===== config.mk =====
export PLATFORM = sky130hd
export DESIGN_NAME = cls_line_update_seq_flat
export DESIGN_NICKNAME = d
export VERILOG_FILES = /design/src/rtl/cls_line_update_seq_if.sv /design/src/rtl/cls_line_update_seq.sv /design/src/flat_wrapper.sv
export SDC_FILE = /design/constraint.sdc
export NUM_CORES = 1
export LEC_CHECK = 0
export CORE_ASPECT_RATIO = 0.6
export CORE_MARGIN = 5
export CORE_UTILIZATION = 63
export DETAILED_ROUTE_END_ITERATION = 10
export DONT_BUFFER_PORTS = 1
export PLACE_DENSITY = 0.79
export REMOVE_ABC_BUFFERS = 1
export SYNTH_ARGS = -nofsm -noshare
export SYNTH_HDL_FRONTEND = slang
export SYNTH_SLANG_ARGS = --single-unit

===== constraint.sdc =====
create_clock -name i_clk_20mhz -period 3.1 [get_ports i_clk_20mhz]
set_input_delay 0.465 -clock i_clk_20mhz [delete_from_list [all_inputs] [get_ports i_clk_20mhz]]
set_output_delay 0.465 -clock i_clk_20mhz [all_outputs]
set_load 0.01 [all_outputs]

===== src/rtl/cls_line_update_seq_if.sv =====
`timescale 1ns/1ps
// Request and CLS-driver handshake bundle for cls_line_update_seq.
// The slave modport is the sequencer; the master modport is whatever
// issues update requests and plays the CLS driver.
interface cls_line_update_seq_if;
  logic         i_update_req;
  logic         i_force;
  logic [127:0] i_dat_ascii_line1;
  logic [127:0] i_dat_ascii_line2;
  logic         o_update_busy;
  logic         o_update_done;
  logic         i_command_ready;
  logic         o_cmd_wr_clear_display;
  logic         o_cmd_wr_text_line1;
  logic         o_cmd_wr_text_line2;
  logic [127:0] o_dat_ascii_line1;
  logic [127:0] o_dat_ascii_line2;

  modport slave (
    input  i_update_req, i_force, i_dat_ascii_line1, i_dat_ascii_line2, i_command_ready,
    output o_update_busy, o_update_done, o_cmd_wr_clear_display, o_cmd_wr_text_line1,
           o_cmd_wr_text_line2, o_dat_ascii_line1, o_dat_ascii_line2
  );

  modport master (
    output i_update_req, i_force, i_dat_ascii_line1, i_dat_ascii_line2, i_command_ready,
    input  o_update_busy, o_update_done, o_cmd_wr_clear_display, o_cmd_wr_text_line1,
           o_cmd_wr_text_line2, o_dat_ascii_line1, o_dat_ascii_line2
  );
endinterface


===== src/rtl/cls_line_update_seq.sv =====
`timescale 1ns/1ps
// cls_line_update_seq: on request or periodic refresh, latches two lines of
// text and issues clear / line1 / line2 write commands to a CLS driver,
// skipping the writes when the text is unchanged and the update is unforced.
module cls_line_update_seq #(
  parameter int parm_fast_simulation = 0,
  parameter int FCLK_ce              = 2500000,
  parameter int parm_refresh_ms      = 500,
  parameter int parm_clear_first     = 1
) (
  input  logic                 i_clk_20mhz,
  input  logic                 i_rst_20mhz,
  input  logic                 i_ce_2_5mhz,
  cls_line_update_seq_if.slave io_bus
);

  // Refresh period in ce ticks minus one; 64-bit math keeps the product exact.
  localparam longint C_TICKS_FULL = (longint'(FCLK_ce) * longint'(parm_refresh_ms)) / 64'sd1000;
  localparam longint C_RELOAD     = (parm_fast_simulation != 0) ? 64'sd15 :
                                    ((C_TICKS_FULL > 64'sd0) ? (C_TICKS_FULL - 64'sd1) : 64'sd0);
  localparam bit     C_REFRESH_EN = (parm_fast_simulation != 0) || (parm_refresh_ms != 0);
  localparam int     C_TW         = (C_RELOAD < 64'sd2) ? 1 : $clog2(C_RELOAD + 64'sd1);
  localparam logic [C_TW-1:0] C_RELOAD_V = C_TW'(C_RELOAD);
  localparam logic [C_TW-1:0] C_ONE      = C_TW'(1'b1);
  localparam logic [C_TW-1:0] C_ZERO     = C_TW'(1'b0);

  typedef enum logic [3:0] {
    ST_IDLE     = 4'd0,
    ST_LATCH    = 4'd1,
    ST_CLR_CMD  = 4'd2,
    ST_CLR_WAIT = 4'd3,
    ST_L1_CMD   = 4'd4,
    ST_L1_WAIT  = 4'd5,
    ST_L2_CMD   = 4'd6,
    ST_L2_WAIT  = 4'd7,
    ST_DONE     = 4'd8
  } state_t;

  state_t          r_state;
  state_t          w_state_nxt;
  logic            r_pend;
  logic            r_pend_force;
  logic            r_force_lat;
  logic [C_TW-1:0] r_timer;
  logic            r_busy;
  logic            r_done;
  logic            r_cmd_clr;
  logic            r_cmd_l1;
  logic            r_cmd_l2;
  logic [127:0]    r_dat_l1;
  logic [127:0]    r_dat_l2;
  logic [127:0]    r_last_l1;
  logic [127:0]    r_last_l2;
  logic            r_last_valid;
  logic            w_cmd_clr_nxt;
  logic            w_cmd_l1_nxt;
  logic            w_cmd_l2_nxt;
  logic            w_expired;
  logic            w_enter_latch;
  logic            w_text_same;

  // A saturated timer means a refresh is due; it waits in place until IDLE.
  assign w_expired     = C_REFRESH_EN && (r_timer == C_ZERO);
  assign w_enter_latch = i_ce_2_5mhz && (r_state == ST_IDLE) && (w_state_nxt == ST_LATCH);
  assign w_text_same   = r_last_valid &&
                         (io_bus.i_dat_ascii_line1 == r_last_l1) &&
                         (io_bus.i_dat_ascii_line2 == r_last_l2);

  // Next-state and next-command decode; commands are one-hot by construction.
  always_comb begin
    w_state_nxt   = r_state;
    w_cmd_clr_nxt = 1'b0;
    w_cmd_l1_nxt  = 1'b0;
    w_cmd_l2_nxt  = 1'b0;
    case (r_state)
      ST_IDLE: begin
        if (r_pend || w_expired) w_state_nxt = ST_LATCH;
        else                     w_state_nxt = ST_IDLE;
      end
      ST_LATCH: begin
        if (w_text_same && !r_force_lat) w_state_nxt = ST_DONE;
        else if (parm_clear_first != 0)  w_state_nxt = ST_CLR_CMD;
        else                             w_state_nxt = ST_L1_CMD;
      end
      ST_CLR_CMD: begin
        if (io_bus.i_command_ready) begin
          w_state_nxt   = ST_CLR_WAIT;
          w_cmd_clr_nxt = 1'b1;
        end else begin
          w_state_nxt = ST_CLR_CMD;
        end
      end
      ST_CLR_WAIT: begin
        if (!io_bus.i_command_ready) w_state_nxt = ST_L1_CMD;
        else                         w_state_nxt = ST_CLR_WAIT;
      end
      ST_L1_CMD: begin
        if (io_bus.i_command_ready) begin
          w_state_nxt  = ST_L1_WAIT;
          w_cmd_l1_nxt = 1'b1;
        end else begin
          w_state_nxt = ST_L1_CMD;
        end
      end
      ST_L1_WAIT: begin
        if (!io_bus.i_command_ready) w_state_nxt = ST_L2_CMD;
        else                         w_state_nxt = ST_L1_WAIT;
      end
      ST_L2_CMD: begin
        if (io_bus.i_command_ready) begin
          w_state_nxt  = ST_L2_WAIT;
          w_cmd_l2_nxt = 1'b1;
        end else begin
          w_state_nxt = ST_L2_CMD;
        end
      end
      ST_L2_WAIT: begin
        if (!io_bus.i_command_ready) w_state_nxt = ST_DONE;
        else                         w_state_nxt = ST_L2_WAIT;
      end
      ST_DONE: w_state_nxt = ST_IDLE;
      default: w_state_nxt = ST_IDLE;
    endcase
  end

  // State register, advanced only on ce ticks.
  always_ff @(posedge i_clk_20mhz) begin
    if (i_rst_20mhz)      r_state <= ST_IDLE;
    else if (i_ce_2_5mhz) r_state <= w_state_nxt;
  end

  // Sticky request flags, captured on any clock; a new request wins over the latch clear.
  always_ff @(posedge i_clk_20mhz) begin
    if (i_rst_20mhz) begin
      r_pend       <= 1'b0;
      r_pend_force <= 1'b0;
    end else if (io_bus.i_update_req) begin
      r_pend       <= 1'b1;
      r_pend_force <= (w_enter_latch ? 1'b0 : r_pend_force) | io_bus.i_force;
    end else if (w_enter_latch) begin
      r_pend       <= 1'b0;
      r_pend_force <= 1'b0;
    end
  end

  // Force decision for the current sequence: requested force or refresh.
  always_ff @(posedge i_clk_20mhz) begin
    if (i_rst_20mhz)        r_force_lat <= 1'b0;
    else if (w_enter_latch) r_force_lat <= r_pend_force | w_expired;
  end

  // Refresh timer: counts ce ticks down to zero, reloads on every LATCH entry.
  always_ff @(posedge i_clk_20mhz) begin
    if (i_rst_20mhz) begin
      r_timer <= C_RELOAD_V;
    end else if (i_ce_2_5mhz) begin
      if (w_enter_latch)          r_timer <= C_RELOAD_V;
      else if (r_timer != C_ZERO) r_timer <= r_timer - C_ONE;
    end
  end

  // Registered command strobes, each held for one full ce period.
  always_ff @(posedge i_clk_20mhz) begin
    if (i_rst_20mhz) begin
      r_cmd_clr <= 1'b0;
      r_cmd_l1  <= 1'b0;
      r_cmd_l2  <= 1'b0;
    end else if (i_ce_2_5mhz) begin
      r_cmd_clr <= w_cmd_clr_nxt;
      r_cmd_l1  <= w_cmd_l1_nxt;
      r_cmd_l2  <= w_cmd_l2_nxt;
    end
  end

  // Busy covers LATCH entry through DONE exit; done pulses for one clock at DONE exit.
  always_ff @(posedge i_clk_20mhz) begin
    if (i_rst_20mhz) begin
      r_busy <= 1'b0;
      r_done <= 1'b0;
    end else begin
      if (i_ce_2_5mhz) r_busy <= (w_state_nxt != ST_IDLE);
      r_done <= i_ce_2_5mhz && (r_state == ST_DONE);
    end
  end

  // Text latch, loaded once per sequence so the driver sees stable data.
  always_ff @(posedge i_clk_20mhz) begin
    if (i_rst_20mhz) begin
      r_dat_l1 <= 128'h0;
      r_dat_l2 <= 128'h0;
    end else if (i_ce_2_5mhz && (r_state == ST_LATCH)) begin
      r_dat_l1 <= io_bus.i_dat_ascii_line1;
      r_dat_l2 <= io_bus.i_dat_ascii_line2;
    end
  end

  // Last-written text; invalid after reset so the first update always writes.
  always_ff @(posedge i_clk_20mhz) begin
    if (i_rst_20mhz) begin
      r_last_l1    <= 128'h0;
      r_last_l2    <= 128'h0;
      r_last_valid <= 1'b0;
    end else if (i_ce_2_5mhz && (r_state == ST_DONE)) begin
      r_last_l1    <= r_dat_l1;
      r_last_l2    <= r_dat_l2;
      r_last_valid <= 1'b1;
    end
  end

  assign io_bus.o_update_busy          = r_busy;
  assign io_bus.o_update_done          = r_done;
  assign io_bus.o_cmd_wr_clear_display = r_cmd_clr;
  assign io_bus.o_cmd_wr_text_line1    = r_cmd_l1;
  assign io_bus.o_cmd_wr_text_line2    = r_cmd_l2;
  assign io_bus.o_dat_ascii_line1      = r_dat_l1;
  assign io_bus.o_dat_ascii_line2      = r_dat_l2;

endmodule


===== src/flat_wrapper.sv =====
// flat-port wrapper written by rule: the top's interface ports become plain ports
module cls_line_update_seq_flat 
#(
  parameter int parm_fast_simulation = 0,
  parameter int FCLK_ce              = 2500000,
  parameter int parm_refresh_ms      = 500,
  parameter int parm_clear_first     = 1
)
  (i_clk_20mhz, i_rst_20mhz, i_ce_2_5mhz, io_bus_i_update_req, io_bus_i_force, io_bus_i_dat_ascii_line1, io_bus_i_dat_ascii_line2, io_bus_i_command_ready, io_bus_o_update_busy, io_bus_o_update_done, io_bus_o_cmd_wr_clear_display, io_bus_o_cmd_wr_text_line1, io_bus_o_cmd_wr_text_line2, io_bus_o_dat_ascii_line1, io_bus_o_dat_ascii_line2);
  cls_line_update_seq_if io_bus_i ();
  input  logic i_clk_20mhz;
  input  logic i_rst_20mhz;
  input  logic i_ce_2_5mhz;
  input wire logic [$bits(io_bus_i.i_update_req)-1:0] io_bus_i_update_req;
  input wire logic [$bits(io_bus_i.i_force)-1:0] io_bus_i_force;
  input wire logic [$bits(io_bus_i.i_dat_ascii_line1)-1:0] io_bus_i_dat_ascii_line1;
  input wire logic [$bits(io_bus_i.i_dat_ascii_line2)-1:0] io_bus_i_dat_ascii_line2;
  input wire logic [$bits(io_bus_i.i_command_ready)-1:0] io_bus_i_command_ready;
  output wire logic [$bits(io_bus_i.o_update_busy)-1:0] io_bus_o_update_busy;
  output wire logic [$bits(io_bus_i.o_update_done)-1:0] io_bus_o_update_done;
  output wire logic [$bits(io_bus_i.o_cmd_wr_clear_display)-1:0] io_bus_o_cmd_wr_clear_display;
  output wire logic [$bits(io_bus_i.o_cmd_wr_text_line1)-1:0] io_bus_o_cmd_wr_text_line1;
  output wire logic [$bits(io_bus_i.o_cmd_wr_text_line2)-1:0] io_bus_o_cmd_wr_text_line2;
  output wire logic [$bits(io_bus_i.o_dat_ascii_line1)-1:0] io_bus_o_dat_ascii_line1;
  output wire logic [$bits(io_bus_i.o_dat_ascii_line2)-1:0] io_bus_o_dat_ascii_line2;
  assign io_bus_i.i_update_req = io_bus_i_update_req;
  assign io_bus_i.i_force = io_bus_i_force;
  assign io_bus_i.i_dat_ascii_line1 = io_bus_i_dat_ascii_line1;
  assign io_bus_i.i_dat_ascii_line2 = io_bus_i_dat_ascii_line2;
  assign io_bus_i.i_command_ready = io_bus_i_command_ready;
  assign io_bus_o_update_busy = io_bus_i.o_update_busy;
  assign io_bus_o_update_done = io_bus_i.o_update_done;
  assign io_bus_o_cmd_wr_clear_display = io_bus_i.o_cmd_wr_clear_display;
  assign io_bus_o_cmd_wr_text_line1 = io_bus_i.o_cmd_wr_text_line1;
  assign io_bus_o_cmd_wr_text_line2 = io_bus_i.o_cmd_wr_text_line2;
  assign io_bus_o_dat_ascii_line1 = io_bus_i.o_dat_ascii_line1;
  assign io_bus_o_dat_ascii_line2 = io_bus_i.o_dat_ascii_line2;
  cls_line_update_seq #(.parm_fast_simulation(parm_fast_simulation), .FCLK_ce(FCLK_ce), .parm_refresh_ms(parm_refresh_ms), .parm_clear_first(parm_clear_first)) u_core (.i_clk_20mhz(i_clk_20mhz), .i_rst_20mhz(i_rst_20mhz), .i_ce_2_5mhz(i_ce_2_5mhz), .io_bus(io_bus_i));
endmodule

==> metrics.txt <==
CP max-delay cell or4_1; crit-path cells or4_1 -> nor4_4 -> and3_4 -> o21a_1 -> buf_4 -> o21ai_0 -> a22oi_1 -> nor2_1; total number of vias 20.1k; Required @ worst endpoint 3500 ps; die area 0.0396 sq mm; fin crit share 88.7%; initial antenna violation count 0; residual DRC count 0; status finished, violations left; share of layout cells above drive strength 1 3.90%; total track usage 34.1%; failing checks max-slew violations; RSZ-0062 raised after global routing false; VDD IR max 0.664 mV; DIE WIDTH 254 um; drt initial violations 2,637; synth warn 0; core area 0.0351 sq mm; Clk Latency, worst-skew pair 570 ps; Initial Util 64.0%; CTS sink cnt 546; Synth area leader dfxtp_1; sequential fraction of the synthesis area 48.7%; Nets 3,073; Gate Count Post-Synth 2,919; number of global-route vias before repair 18.7k; CP bufs+invs 1; WP data arrival 3140 ps; Final GP Congestion 0.940; WL final 71,900 um; Tmin final 2750 ps; CTS clk-pin slew, worst paths 70 ps; Lkg Pwr 7.61 nW; Critical Path Start Type flip-flop; DP HPWL 50,400 um; Synth top area share 48.7%; HP Class in -> reg; total CTS buffers 48; power density cells 573 mW/mm^2; CTS max path bufs 3; FP Rows 53; Crit path max-delay family simple AND/OR/NAND/NOR gates; total global routing overflow 0; Crit. End Element flip-flop; final setup violation count 0; fmax 364 MHz; CTS Root Cell clkbuf_16; largest net degree at the start of global routing 514; Top FF cell, synth dfxtp_1; DR WL/cell 21.7 um; Worst-Margin Slew 1840 ps; IO Count 523; synthesis-to-layout area growth 8.00%; register bit total from synthesis 546; Synth Area per Inst 7.69 sq um; # resized after CTS 0; global-route wire length before repair 108,000 um; critical path class reg -> reg; slew margin rel. -22.6%; Syn Std Cell Area 0.0225 sq mm; count of input and output buffers 0; Pre-Repair DR Iteration Count 6; fraction of registers with async set/reset 0%; n_diodes 0; detailed-route vias per instance 6.08; Post-synth EDFFs 0; Fin Clk Skew 20.6 ps; Final Max Tran Viols 217; Pwr Total 13.9 mW; Final Hold Viols 0; crit path max fanout 12; Hold WS 18.8 ps; Routed Antenna Nets 0; CTS tree built; Netlist cell types 59; Max stage delay on crit path 710 ps; synth top area cells dfxtp_1 (49%), nand2_1 (17%), a21oi_1 (12%), xnor2_1 (5.1%), clkbuf_1 (2.7%); H-tree levels 2; die height 156 um; fin util 69.1%; maxcap violations 0
metal layers:
layer	vias up	GRT usage (%)	part of all wire, %
met5	-	0	0
met4	0	12.3	4.3
met1	9435	44.3	39
met2	1092	54.2	45
li1	9384	-	-
met3	216	10.8	11
Yosys cell counts (all sizes together), types with 20 or more instances:
master     n
nand4     41
nand2b    53
xnor2    132
o22ai     20
dfxtp    546
nor4      31
inv       67
a2111o    24
buf       25
nor2b     76
nor3      21
a21oi    530
nor2      31
nand2   1046
clkbuf   161
worst register-to-register path: stages (launching register included):
cell,delay (ps)
dfxtp_1,350
or4_1,710
nor4_4,360
and3_4,340
o21a_1,300
buf_4,220
o21ai_0,90
a22oi_1,140
nor2_1,60
cell usage in the layout, fill, tap and decap left out, types with 21 or more instances in the layout:
cell       count
nand2_1     1046
dfxtp_1      546
a21oi_1      530
xnor2_1      132
nor2b_1       76
inv_1         67
nand2b_1      53
clkbuf_16     49
nand4_1       41
nor2_1        30
nor4_1        30
a2111o_1      24
nor3_1        21
kinds of logic (layout without fill, tap and decap cells):
family                   after synthesis  count (layout)  synth area share (%)
AND/OR/NAND/NOR                     1328            1328                  25.1
AO/OA/AOI/OAI                        641             641                  16.0
flip-flops                           546             546                  48.7
buffers and inverters                254             180                  4.39
XOR/XNOR                             147             147                  5.73
adder cells (fa/ha/maj)                2               2                 0.111
multiplexers                           1               1                0.0446
timing repair:
action                    4_1_cts  5_1_grt
hold endpoints to repair       28        1
hold buffers                    1        1
buffers inserted                0        0
through the flow:
step,worst slack (ps),cells,cell area [sq um],setup TNS (ps)
final,350,3312,24300,0
after global routing,247,3312,24300,0
after CTS,432,3311,24200,0
after detailed placement,435,3224,22700,0
after global placement,405,3224,22700,0
after floorplan,-6720,2733,21700,-2335530
final cells by class:
cell class | instances | area, sq um
clock buffers | 72 | 1400
clock inverters | 14 | 160
fillers | 2804 | 10800
inverters | 68 | 255
multi-input cells | 2119 | 10600
flip-flops and latches | 546 | 10900
well taps | 467 | 584
repair buffers | 26 | 350
sequential cells by signal, summed over array words and instances, names as in the netlist:
signal,cells
u_core.io_bus.o_cmd_wr_clear_display,1
u_core.io_bus.o_cmd_wr_text_line1,1
u_core.io_bus.o_cmd_wr_text_line2,1
u_core.io_bus.o_dat_ascii_line1,128
u_core.io_bus.o_dat_ascii_line2,128
u_core.io_bus.o_update_busy,1
u_core.io_bus.o_update_done,1
u_core.r_force_lat,1
u_core.r_last_l1,128
u_core.r_last_l2,128
u_core.r_last_valid,1
u_core.r_pend,1
u_core.r_pend_force,1
u_core.r_state,4
u_core.r_timer,21
power by group:
group,internal [mW],switching (mW)
Combinational,0.228,0.360
Sequential,7.10,0.135
Clock,3.38,2.69
final timing paths:
kind | cells past startpoint | startpoint | slack [ps] | end
hold reg to reg | 2 | u_core.r_force_lat | 450 | u_core.r_force_lat
setup / recovery | 8 | u_core.r_timer[8] | 350 | u_core.r_timer[10]
hold / removal | 2 | io_bus_i_dat_ascii_line2[2] | 20 | u_core.io_bus.o_dat_ascii_line2[2]
setup reg to reg | 8 | u_core.r_timer[8] | 350 | u_core.r_timer[10]
Note: power is estimated with default switching activity, not from simulation.
